<file path="src/rtl/exu_trap_ctrl_pkg.sv">
// Shared definitions for the trap/return sequencer: FSM states, interrupt
// cause codes and the mtvec vectored-mode encoding.
package exu_trap_ctrl_pkg;

   typedef enum logic [1:0] {
      ST_IDLE  = 2'd0,
      ST_DRAIN = 2'd1,
      ST_TRAP  = 2'd2,
      ST_FLUSH = 2'd3
   } state_e;

   localparam logic [3:0] CODE_MEI = 4'd11;
   localparam logic [3:0] CODE_MSI = 4'd3;
   localparam logic [3:0] CODE_MTI = 4'd7;

   localparam logic [1:0] MTVEC_MODE_VEC = 2'b01;

endpackage

</file>
<file path="src/rtl/exu_trap_ctrl_if.sv">
// Commit, interrupt, CSR and IFU-redirect signals of the trap sequencer.
// master = trap sequencer, slave = surrounding core.
interface exu_trap_ctrl_if #(
   parameter int PC_W = 32
);
   logic            cmt_valid;
   logic [PC_W-1:0] cmt_pc;
   logic            cmt_excp;
   logic [3:0]      cmt_excp_code;
   logic            cmt_mret;
   logic            cmt_stall;
   logic            cmt_retire;
   logic            lsu_busy;
   logic            ext_ip;
   logic            tmr_ip;
   logic            sft_ip;
   logic [PC_W-1:0] csr_mie;
   logic            csr_mstatus_mie;
   logic [PC_W-1:0] csr_mtvec;
   logic [PC_W-1:0] csr_mepc;
   logic            int_ena;
   logic [PC_W-1:0] i_mcause;
   logic [PC_W-1:0] epc_pc;
   logic            mret_ena;
   logic            flush_req;
   logic [PC_W-1:0] flush_pc;
   logic            flush_ack;
   logic            drain_tmo;

   modport master (
      input  cmt_valid, cmt_pc, cmt_excp, cmt_excp_code, cmt_mret,
      input  lsu_busy, ext_ip, tmr_ip, sft_ip,
      input  csr_mie, csr_mstatus_mie, csr_mtvec, csr_mepc, flush_ack,
      output cmt_stall, cmt_retire, int_ena, i_mcause, epc_pc,
      output mret_ena, flush_req, flush_pc, drain_tmo
   );

   modport slave (
      output cmt_valid, cmt_pc, cmt_excp, cmt_excp_code, cmt_mret,
      output lsu_busy, ext_ip, tmr_ip, sft_ip,
      output csr_mie, csr_mstatus_mie, csr_mtvec, csr_mepc, flush_ack,
      input  cmt_stall, cmt_retire, int_ena, i_mcause, epc_pc,
      input  mret_ena, flush_req, flush_pc, drain_tmo
   );

endinterface

</file>
<file path="src/rtl/exu_trap_ctrl_prio.sv">
// Combinational machine-interrupt priority encoder: MEI > MSI > MTI.
// Inputs are already masked by mie and mstatus.MIE.
module exu_trap_ctrl_prio
   import exu_trap_ctrl_pkg::*;
(
   input  logic       ext_pend,
   input  logic       sft_pend,
   input  logic       tmr_pend,
   output logic       valid,
   output logic [3:0] code
);

   // NOTE: every output gets a default before the if-chain so no path leaves it unassigned (no latch).
   always_comb begin
      valid = 1'b1;
      code  = CODE_MEI;
      if (ext_pend) begin
         code = CODE_MEI;
      end else if (sft_pend) begin
         code = CODE_MSI;
      end else if (tmr_pend) begin
         code = CODE_MTI;
      end else begin
         valid = 1'b0;
         code  = '0;
      end
   end

endmodule

</file>
<file path="src/rtl/exu_trap_ctrl.sv">
// Trap/return sequencer at the EXU commit point: LSU drain, trap/mret strobes,
// IFU flush/redirect handshake and instret strobe. Vectored interrupt entry is
// enabled by defining EXU_TRAP_VECTORED_EN.
module exu_trap_ctrl
   import exu_trap_ctrl_pkg::*;
#(
   parameter int PC_W      = 32,
   parameter int DRAIN_TMO = 255,
   parameter int TMO_W     = 8
) (
   input logic             clk,
   input logic             rst_n,
   exu_trap_ctrl_if.master bus
);

   localparam logic [TMO_W-1:0] TMO_LIMIT = TMO_W'(DRAIN_TMO);
`ifdef EXU_TRAP_VECTORED_EN
   localparam bit VEC_EN = 1'b1;
`else
   localparam bit VEC_EN = 1'b0;
`endif

   state_e           state, state_nxt;
   logic [TMO_W-1:0] drain_cnt, drain_cnt_nxt, drain_cnt_inc;
   logic             cause_irq, cause_irq_nxt;
   logic [3:0]       cause_code, cause_code_nxt;
   logic [PC_W-1:0]  epc, epc_nxt;
   logic [PC_W-1:0]  target, target_nxt;
   logic             irq_valid;
   logic [3:0]       irq_code;
   logic             retire, mret_strobe, trap_strobe, tmo_strobe;
   logic             unused_bits;

   exu_trap_ctrl_prio u_prio (
      .ext_pend (bus.csr_mstatus_mie & bus.ext_ip & bus.csr_mie[11]),
      .sft_pend (bus.csr_mstatus_mie & bus.sft_ip & bus.csr_mie[3]),
      .tmr_pend (bus.csr_mstatus_mie & bus.tmr_ip & bus.csr_mie[7]),
      .valid    (irq_valid),
      .code     (irq_code)
   );

   // Vectored offset applies only to interrupts with mtvec in vectored mode.
   function automatic logic [PC_W-1:0] trap_target(input logic [PC_W-1:0] mtvec,
                                                   input logic            irq,
                                                   input logic [3:0]      code);
      logic [PC_W-1:0] base;
      base = {mtvec[PC_W-1:2], 2'b00};
      if (VEC_EN && irq && (mtvec[1:0] == MTVEC_MODE_VEC)) begin
         base = base + (PC_W'(code) << 2);
      end
      return base;
   endfunction

   always_comb begin
      state_nxt      = state;
      drain_cnt_nxt  = drain_cnt;
      drain_cnt_inc  = drain_cnt + 1'b1;
      cause_irq_nxt  = cause_irq;
      cause_code_nxt = cause_code;
      epc_nxt        = epc;
      target_nxt     = target;
      retire         = 1'b0;
      mret_strobe    = 1'b0;
      trap_strobe    = 1'b0;
      tmo_strobe     = 1'b0;

      unique case (state)
         ST_IDLE: begin
            if (bus.cmt_valid) begin
               if (irq_valid || bus.cmt_excp) begin
                  cause_irq_nxt  = irq_valid;
                  cause_code_nxt = irq_valid ? irq_code : bus.cmt_excp_code;
                  epc_nxt        = {bus.cmt_pc[PC_W-1:1], 1'b0};
                  state_nxt      = bus.lsu_busy ? ST_DRAIN : ST_TRAP;
               end else if (bus.cmt_mret) begin
                  mret_strobe = 1'b1;
                  retire      = 1'b1;
                  target_nxt  = bus.csr_mepc;
                  state_nxt   = ST_FLUSH;
               end else begin
                  retire = 1'b1;
               end
            end
         end
         ST_DRAIN: begin
            // drain_cnt holds the DRAIN cycles already spent; drain_cnt_inc includes this one.
            if (!bus.lsu_busy) begin
               drain_cnt_nxt = '0;
               state_nxt     = ST_TRAP;
            end else if (drain_cnt_inc == TMO_LIMIT) begin
               tmo_strobe    = 1'b1;
               drain_cnt_nxt = '0;
               state_nxt     = ST_TRAP;
            end else begin
               drain_cnt_nxt = drain_cnt_inc;
            end
         end
         ST_TRAP: begin
            trap_strobe = 1'b1;
            target_nxt  = trap_target(bus.csr_mtvec, cause_irq, cause_code);
            state_nxt   = ST_FLUSH;
         end
         ST_FLUSH: begin
            if (bus.flush_ack) begin
               state_nxt = ST_IDLE;
            end
         end
         default: state_nxt = ST_IDLE;
      endcase
   end

   // NOTE: all state, including the latched cause/epc/target, is reset so an aborted trap leaves nothing stale.
   always_ff @(posedge clk or negedge rst_n) begin
      if (!rst_n) begin
         state      <= ST_IDLE;
         drain_cnt  <= '0;
         cause_irq  <= 1'b0;
         cause_code <= '0;
         epc        <= '0;
         target     <= '0;
      end else begin
         // NOTE: non-blocking assignments so every register samples the pre-edge values.
         state      <= state_nxt;
         drain_cnt  <= drain_cnt_nxt;
         cause_irq  <= cause_irq_nxt;
         cause_code <= cause_code_nxt;
         epc        <= epc_nxt;
         target     <= target_nxt;
      end
   end

   assign bus.cmt_stall  = (state != ST_IDLE);
   assign bus.cmt_retire = retire;
   assign bus.mret_ena   = mret_strobe;
   assign bus.int_ena    = trap_strobe;
   assign bus.drain_tmo  = tmo_strobe;
   assign bus.i_mcause   = {cause_irq, {(PC_W-5){1'b0}}, cause_code};
   assign bus.epc_pc     = epc;
   assign bus.flush_req  = (state == ST_FLUSH);
   assign bus.flush_pc   = target;

   assign unused_bits = ^{bus.cmt_pc[0], bus.csr_mie[PC_W-1:12], bus.csr_mie[10:8],
                          bus.csr_mie[6:4], bus.csr_mie[2:0]};

endmodule

</file>
<file path="src/flat_wrapper.sv">
// flat-port wrapper written by rule: the top's interface ports become plain ports
module exu_trap_ctrl_flat import exu_trap_ctrl_pkg::*;
#(
   parameter int PC_W      = 32,
   parameter int DRAIN_TMO = 255,
   parameter int TMO_W     = 8
)
  (clk, rst_n, bus_cmt_valid, bus_cmt_pc, bus_cmt_excp, bus_cmt_excp_code, bus_cmt_mret, bus_lsu_busy, bus_ext_ip, bus_tmr_ip, bus_sft_ip, bus_csr_mie, bus_csr_mstatus_mie, bus_csr_mtvec, bus_csr_mepc, bus_flush_ack, bus_cmt_stall, bus_cmt_retire, bus_int_ena, bus_i_mcause, bus_epc_pc, bus_mret_ena, bus_flush_req, bus_flush_pc, bus_drain_tmo);
  exu_trap_ctrl_if #(.PC_W(PC_W)) bus_i ();
  input logic clk;
  input logic rst_n;
  input wire logic [$bits(bus_i.cmt_valid)-1:0] bus_cmt_valid;
  input wire logic [$bits(bus_i.cmt_pc)-1:0] bus_cmt_pc;
  input wire logic [$bits(bus_i.cmt_excp)-1:0] bus_cmt_excp;
  input wire logic [$bits(bus_i.cmt_excp_code)-1:0] bus_cmt_excp_code;
  input wire logic [$bits(bus_i.cmt_mret)-1:0] bus_cmt_mret;
  input wire logic [$bits(bus_i.lsu_busy)-1:0] bus_lsu_busy;
  input wire logic [$bits(bus_i.ext_ip)-1:0] bus_ext_ip;
  input wire logic [$bits(bus_i.tmr_ip)-1:0] bus_tmr_ip;
  input wire logic [$bits(bus_i.sft_ip)-1:0] bus_sft_ip;
  input wire logic [$bits(bus_i.csr_mie)-1:0] bus_csr_mie;
  input wire logic [$bits(bus_i.csr_mstatus_mie)-1:0] bus_csr_mstatus_mie;
  input wire logic [$bits(bus_i.csr_mtvec)-1:0] bus_csr_mtvec;
  input wire logic [$bits(bus_i.csr_mepc)-1:0] bus_csr_mepc;
  input wire logic [$bits(bus_i.flush_ack)-1:0] bus_flush_ack;
  output wire logic [$bits(bus_i.cmt_stall)-1:0] bus_cmt_stall;
  output wire logic [$bits(bus_i.cmt_retire)-1:0] bus_cmt_retire;
  output wire logic [$bits(bus_i.int_ena)-1:0] bus_int_ena;
  output wire logic [$bits(bus_i.i_mcause)-1:0] bus_i_mcause;
  output wire logic [$bits(bus_i.epc_pc)-1:0] bus_epc_pc;
  output wire logic [$bits(bus_i.mret_ena)-1:0] bus_mret_ena;
  output wire logic [$bits(bus_i.flush_req)-1:0] bus_flush_req;
  output wire logic [$bits(bus_i.flush_pc)-1:0] bus_flush_pc;
  output wire logic [$bits(bus_i.drain_tmo)-1:0] bus_drain_tmo;
  assign bus_i.cmt_valid = bus_cmt_valid;
  assign bus_i.cmt_pc = bus_cmt_pc;
  assign bus_i.cmt_excp = bus_cmt_excp;
  assign bus_i.cmt_excp_code = bus_cmt_excp_code;
  assign bus_i.cmt_mret = bus_cmt_mret;
  assign bus_i.lsu_busy = bus_lsu_busy;
  assign bus_i.ext_ip = bus_ext_ip;
  assign bus_i.tmr_ip = bus_tmr_ip;
  assign bus_i.sft_ip = bus_sft_ip;
  assign bus_i.csr_mie = bus_csr_mie;
  assign bus_i.csr_mstatus_mie = bus_csr_mstatus_mie;
  assign bus_i.csr_mtvec = bus_csr_mtvec;
  assign bus_i.csr_mepc = bus_csr_mepc;
  assign bus_i.flush_ack = bus_flush_ack;
  assign bus_cmt_stall = bus_i.cmt_stall;
  assign bus_cmt_retire = bus_i.cmt_retire;
  assign bus_int_ena = bus_i.int_ena;
  assign bus_i_mcause = bus_i.i_mcause;
  assign bus_epc_pc = bus_i.epc_pc;
  assign bus_mret_ena = bus_i.mret_ena;
  assign bus_flush_req = bus_i.flush_req;
  assign bus_flush_pc = bus_i.flush_pc;
  assign bus_drain_tmo = bus_i.drain_tmo;
  exu_trap_ctrl #(.PC_W(PC_W), .DRAIN_TMO(DRAIN_TMO), .TMO_W(TMO_W)) u_core (.clk(clk), .rst_n(rst_n), .bus(bus_i));
endmodule
</file>
<file path="config.mk">
export PLATFORM = sky130hd
export DESIGN_NAME = exu_trap_ctrl_flat
export DESIGN_NICKNAME = d
export VERILOG_FILES = /design/src/rtl/exu_trap_ctrl_pkg.sv /design/src/rtl/exu_trap_ctrl_if.sv /design/src/rtl/exu_trap_ctrl_prio.sv /design/src/rtl/exu_trap_ctrl.sv /design/src/flat_wrapper.sv
export SDC_FILE = /design/constraint.sdc
export NUM_CORES = 1
export LEC_CHECK = 0
export ABC_CLOCK_PERIOD_IN_PS = 3450
export BUFFER_PORTS_ARGS = -buffer_cell sky130_fd_sc_hd__buf_2
export CAP_MARGIN = 20
export CORE_ASPECT_RATIO = 0.75
export CORE_MARGIN = 2
export CORE_UTILIZATION = 40
export CTS_CLUSTER_DIAMETER = 50
export DETAILED_ROUTE_END_ITERATION = 7
export GPL_ROUTABILITY_DRIVEN = 0
export GPL_TIMING_DRIVEN = 1
export PLACE_DENSITY = 0.83
export SLEW_MARGIN = 30
export SYNTH_ARGS = -nofsm -noshare
export SYNTH_HDL_FRONTEND = slang
export SYNTH_HIERARCHICAL = 1
export SYNTH_SLANG_ARGS = --single-unit
</file>
<file path="constraint.sdc">
create_clock -name clk -period 3.45 [get_ports clk]
set_clock_uncertainty 0.2 [all_clocks]
set_input_delay 0.1725 -clock clk [delete_from_list [all_inputs] [get_ports clk]]
set_output_delay 0.1725 -clock clk [all_outputs]
set_load 0.02 [all_outputs]
</file>
==> insert_results.sql <==
INSERT INTO impl_metrics (metric_group, metric, value, unit) VALUES
('yosys', 'synth_top_cells_by_count', 'sky130_fd_sc_hd__dfrtp_1 (78), sky130_fd_sc_hd__nand2_1 (46), sky130_fd_sc_hd__o21ai_0 (40)', ''),
('yosys', 'dominantRegCellSynth', 'sky130_fd_sc_hd__dfrtp_1', ''),
('timing', 'max-slew-margin-rel', '53.42', '%'),
('clocking', 'ctsRootBufferMaster', 'sky130_fd_sc_hd__clkbuf_16', ''),
('timing', 'timing.final.max_slew_violations', '0', ''),
('yosys', 'yosysTopAreaCellShare', '51.59', '%'),
('clocking', 'clkSlewWorstSetupHoldPaths', '60', 'ps'),
('yosys', 'most_common_cell_in_the_synthesized_netlist', 'sky130_fd_sc_hd__dfrtp_1', ''),
('setup_path', 'timing.critical_path.arrival', '2310', 'ps'),
('drt', 'drt_first_pass_iters', '4', ''),
('floorplanning', 'top_level_ports', '245', ''),
('setup_path', 'worst_setup_path_end_kind', 'output port', ''),
('grt', 'grt_antenna_before_repair', '0', ''),
('pwr', 'p_leak', '3.052', 'nW'),
('yosys', 'ys_warn_count', '6', ''),
('yosys', 'postSynthCellCount', '345', ''),
('drt', 'drt_drc_violations_left', '0', ''),
('setup_path', 'startpoint_kind_of_the_worst_setup_timing_path', 'flop', ''),
('floorplanning', 'core', '9121', 'sq um'),
('clocking', 'cts_tree', 'done', ''),
('grt', 'grt_util_all_layers', '21.68', '%'),
('drt', 'drt-total-wl', '11340', 'microns'),
('yosys', 'netlist.top_cell.by_area', 'sky130_fd_sc_hd__dfrtp_1', ''),
('setup_path', 'critical_path_peak_fanout', '5', ''),
('drt', 'antenna_left', '0', ''),
('timing', 'post-route-min-period', '2687', 'ps'),
('placement', 'place_hpwl', '6753', 'microns'),
('yosys', 'synth_seq_area_share', '51.59', '%'),
('yosys', 'ys_async_sr_fraction', '100.0', '%'),
('floorplanning', 'floorplan.rows', '30', ''),
('grt', 'overall_overflow_remaining_after_global_route', '0', ''),
('finish', 'area_growth_from_synthesis_to_layout', '58.93', '%'),
('timing', 'timing_hold_violations_final', '0', ''),
('run', 'cap_violations', '0', ''),
('drt', 'vias', '3502', ''),
('timing', 'setup_violations', '0', ''),
('yosys', 'synth-edff-count', '0', ''),
('clocking', 'post-cts-setup-buffers', '0', ''),
('drt', 'initialDrtViolationCount', '139', ''),
('setup_path', 'critical_path_class', 'reg2out', ''),
('grt', 'grt_first_pass_wirelength', '17140', 'microns'),
('yosys', 'netlist_cell_types', '36', ''),
('clocking', 'clock_tree.htree_level_count', '3', ''),
('finish', 'layout-drive-gt1-share', '37.86', '%'),
('status', 'outcome', 'finished, final reports clean', ''),
('timing', 'post-route-period-util', '77.87', '%'),
('timing', 'transition_time_at_the_pin_with_the_least_slew_margin', '698.7', 'ps'),
('clocking', 'postCtsResizedCells', '0', ''),
('timing', 'setup_slack', '763.5', 'ps'),
('yosys', 'postSynthAreaPerCell', '10.97', 'sq um'),
('clocking', 'max-clock-path-buffers', '2', ''),
('setup_path', 'worst-endpoint-required', '3080', 'ps'),
('grt', 'maximum_number_of_pins_on_one_net_before_global_route_repair', '79', ''),
('clocking', 'cts.sink_count', '78', ''),
('timing', 'totalNegativeSetupSlack', '0', 'ps'),
('pwr', 'worst_ir_drop_vdd', '0.0003817', 'V'),
('finish', 'nNetsFinal', '770', ''),
('floorplanning', 'initial_core_util', '41.48', '%'),
('yosys', 'ys_seq_elements', '78', ''),
('floorplanning', 'fp.dieH', '88.23', 'microns'),
('drt', 'via_cell_ratio', '4.645', ''),
('drt', 'detail_route.wl_per_cell', '15.04', 'microns'),
('timing', 'rsz0062_at_grt', 'no', ''),
('floorplanning', 'die_width', '116.3', 'microns'),
('yosys', 'syn-cell-area', '3784', 'sq um'),
('floorplanning', 'fp.dieArea', '10260', 'sq um'),
('timing', 'fmaxAchievable', '372.2', 'MHz'),
('pwr', 'power.density', '853.4', 'nW/um^2'),
('worst_hold_path', 'holdCritPathClass', 'in2reg', ''),
('placement', 'numPortBuffers', '184', ''),
('grt', 'grt_pass1_vias', '3553', ''),
('placement', 'dpl.cell_count', '639', ''),
('placement', 'preCtsSetupSlack', '856.4', 'ps'),
('finish', 'insertedDiodeCount', '0', ''),
('yosys', 'synth_area_leaders', 'sky130_fd_sc_hd__dfrtp_1 (52%), sky130_fd_sc_hd__mux2i_1 (10%), sky130_fd_sc_hd__mux2_2 (9.2%)', ''),
('clocking', 'clock_latency_on_the_worst_skew_pair', '320', 'ps'),
('clocking', 'cts-buffers-inserted', '9', ''),
('finish', 'layoutNonFillerInstCount', '754', '');
## routing by layer
| metal | up-vias | routed length [microns] | GRT usage (%) | share of wire, % |
|---|---|---|---|---|
| met5 | - | 0 | 0 | 0 |
| li1 | 1681 | - | - | - |
| met4 | 0 | 178 | 7.900 | 1.6 |
| met3 | 16 | 690 | 4.521 | 6.1 |
| met1 | 1660 | 4400 | 24.46 | 39 |
| met2 | 145 | 6067 | 40.70 | 54 |
## area by class of cell
type	count	area [sq um]
Sequential cell	78	1952
Tap cell	128	160.2
Fill cell	662	3108
Inverter	12	45.04
Multi-Input combinational cell	234	1612
Clock inverter	6	62.56
Clock buffer	10	229.0
Timing Repair Buffer	286	1953
## registers in the layout, summed over array words and instances, names as in the netlist
register / count
u_core/bus.epc_pc: 31
u_core/bus.flush_pc: 32
u_core/cause_code: 4
u_core/cause_irq: 1
u_core/drain_cnt: 8
u_core/state: 2
## logic make-up (layout without fill, tap and decap cells)
| group | Yosys count | count (layout) | share of synthesized area (%) |
|---|---|---|---|
| buffers and inverters | 60 | 314 | 9.160 |
| DFF | 78 | 78 | 51.59 |
| and+or+nand+nor | 74 | 74 | 9.193 |
| adders and majority gates | 6 | 6 | 1.984 |
| other | 1 | 28 | 0.09911 |
| muxes | 69 | 69 | 19.28 |
| AOI/OAI and AO/OA | 55 | 55 | 8.234 |
| xor gates and xnor gates | 2 | 2 | 0.4630 |
## critical path: stages, from the launching register on
cell and delay [ps]:
sky130_fd_sc_hd__dfrtp_1 410, sky130_fd_sc_hd__ha_1 260, sky130_fd_sc_hd__nand3_2 130, sky130_fd_sc_hd__or3_1 380
sky130_fd_sc_hd__and2_1 180, sky130_fd_sc_hd__nor3_1 240, sky130_fd_sc_hd__and4_1 220, sky130_fd_sc_hd__buf_2 170
## through the flow
stage                     total power, mW  utilization (%)  area (sq um)  hold slack, ps
final                               5.132            65.93          6013           16.47
after global routing                5.468            65.93          6013           16.87
after CTS                           5.112            65.88          6010           1.238
after detailed placement            3.946            51.82          4727           191.6
after global placement              3.831            51.82          4727           178.4
after floorplan                     3.176                -          3885          -323.1
## power breakdown
group	switching, mW	internal [mW]	total (mW)
clock network	0.367	0.558	0.925
logic	1.49	1.09	2.58
registers	0.261	1.37	1.63
## timing repair
item / CTS / global route
hold endpoints to repair: 147 / 0
hold buffers: 99 / 0
setup endpoints to repair: 0 / 0
## layout by cell type (no fill, tap or decap), types with 4 or more instances in the layout
cell	count
sky130_fd_sc_hd__conb_1	28
sky130_fd_sc_hd__nand2_1	46
sky130_fd_sc_hd__o22ai_1	6
sky130_fd_sc_hd__dlygate4sd3_1	99
sky130_fd_sc_hd__dfrtp_1	78
sky130_fd_sc_hd__ha_1	5
sky130_fd_sc_hd__inv_1	12
sky130_fd_sc_hd__and3_1	4
sky130_fd_sc_hd__mux2_2	31
sky130_fd_sc_hd__buf_2	183
sky130_fd_sc_hd__o21ai_0	39
sky130_fd_sc_hd__mux2i_1	38
sky130_fd_sc_hd__clkbuf_16	9
## worst paths after layout
check	slack (ps)	start	to	depth (start not counted)
min in group asynchronous	250	rst_n	u_core/bus.flush_pc[10]	2
min reg2reg	280	u_core/cause_code[0]	u_core/cause_code[0]	2
max	760	u_core/drain_cnt[1]	bus_drain_tmo	7
max in group asynchronous	2310	rst_n	u_core/bus.epc_pc[24]	2
max reg2reg	790	u_core/state[0]	u_core/bus.flush_pc[21]	6
min	20	bus_csr_mtvec[23]	u_core/bus.flush_pc[23]	3
No activity file was read; power rests on OpenSTA's default activity.
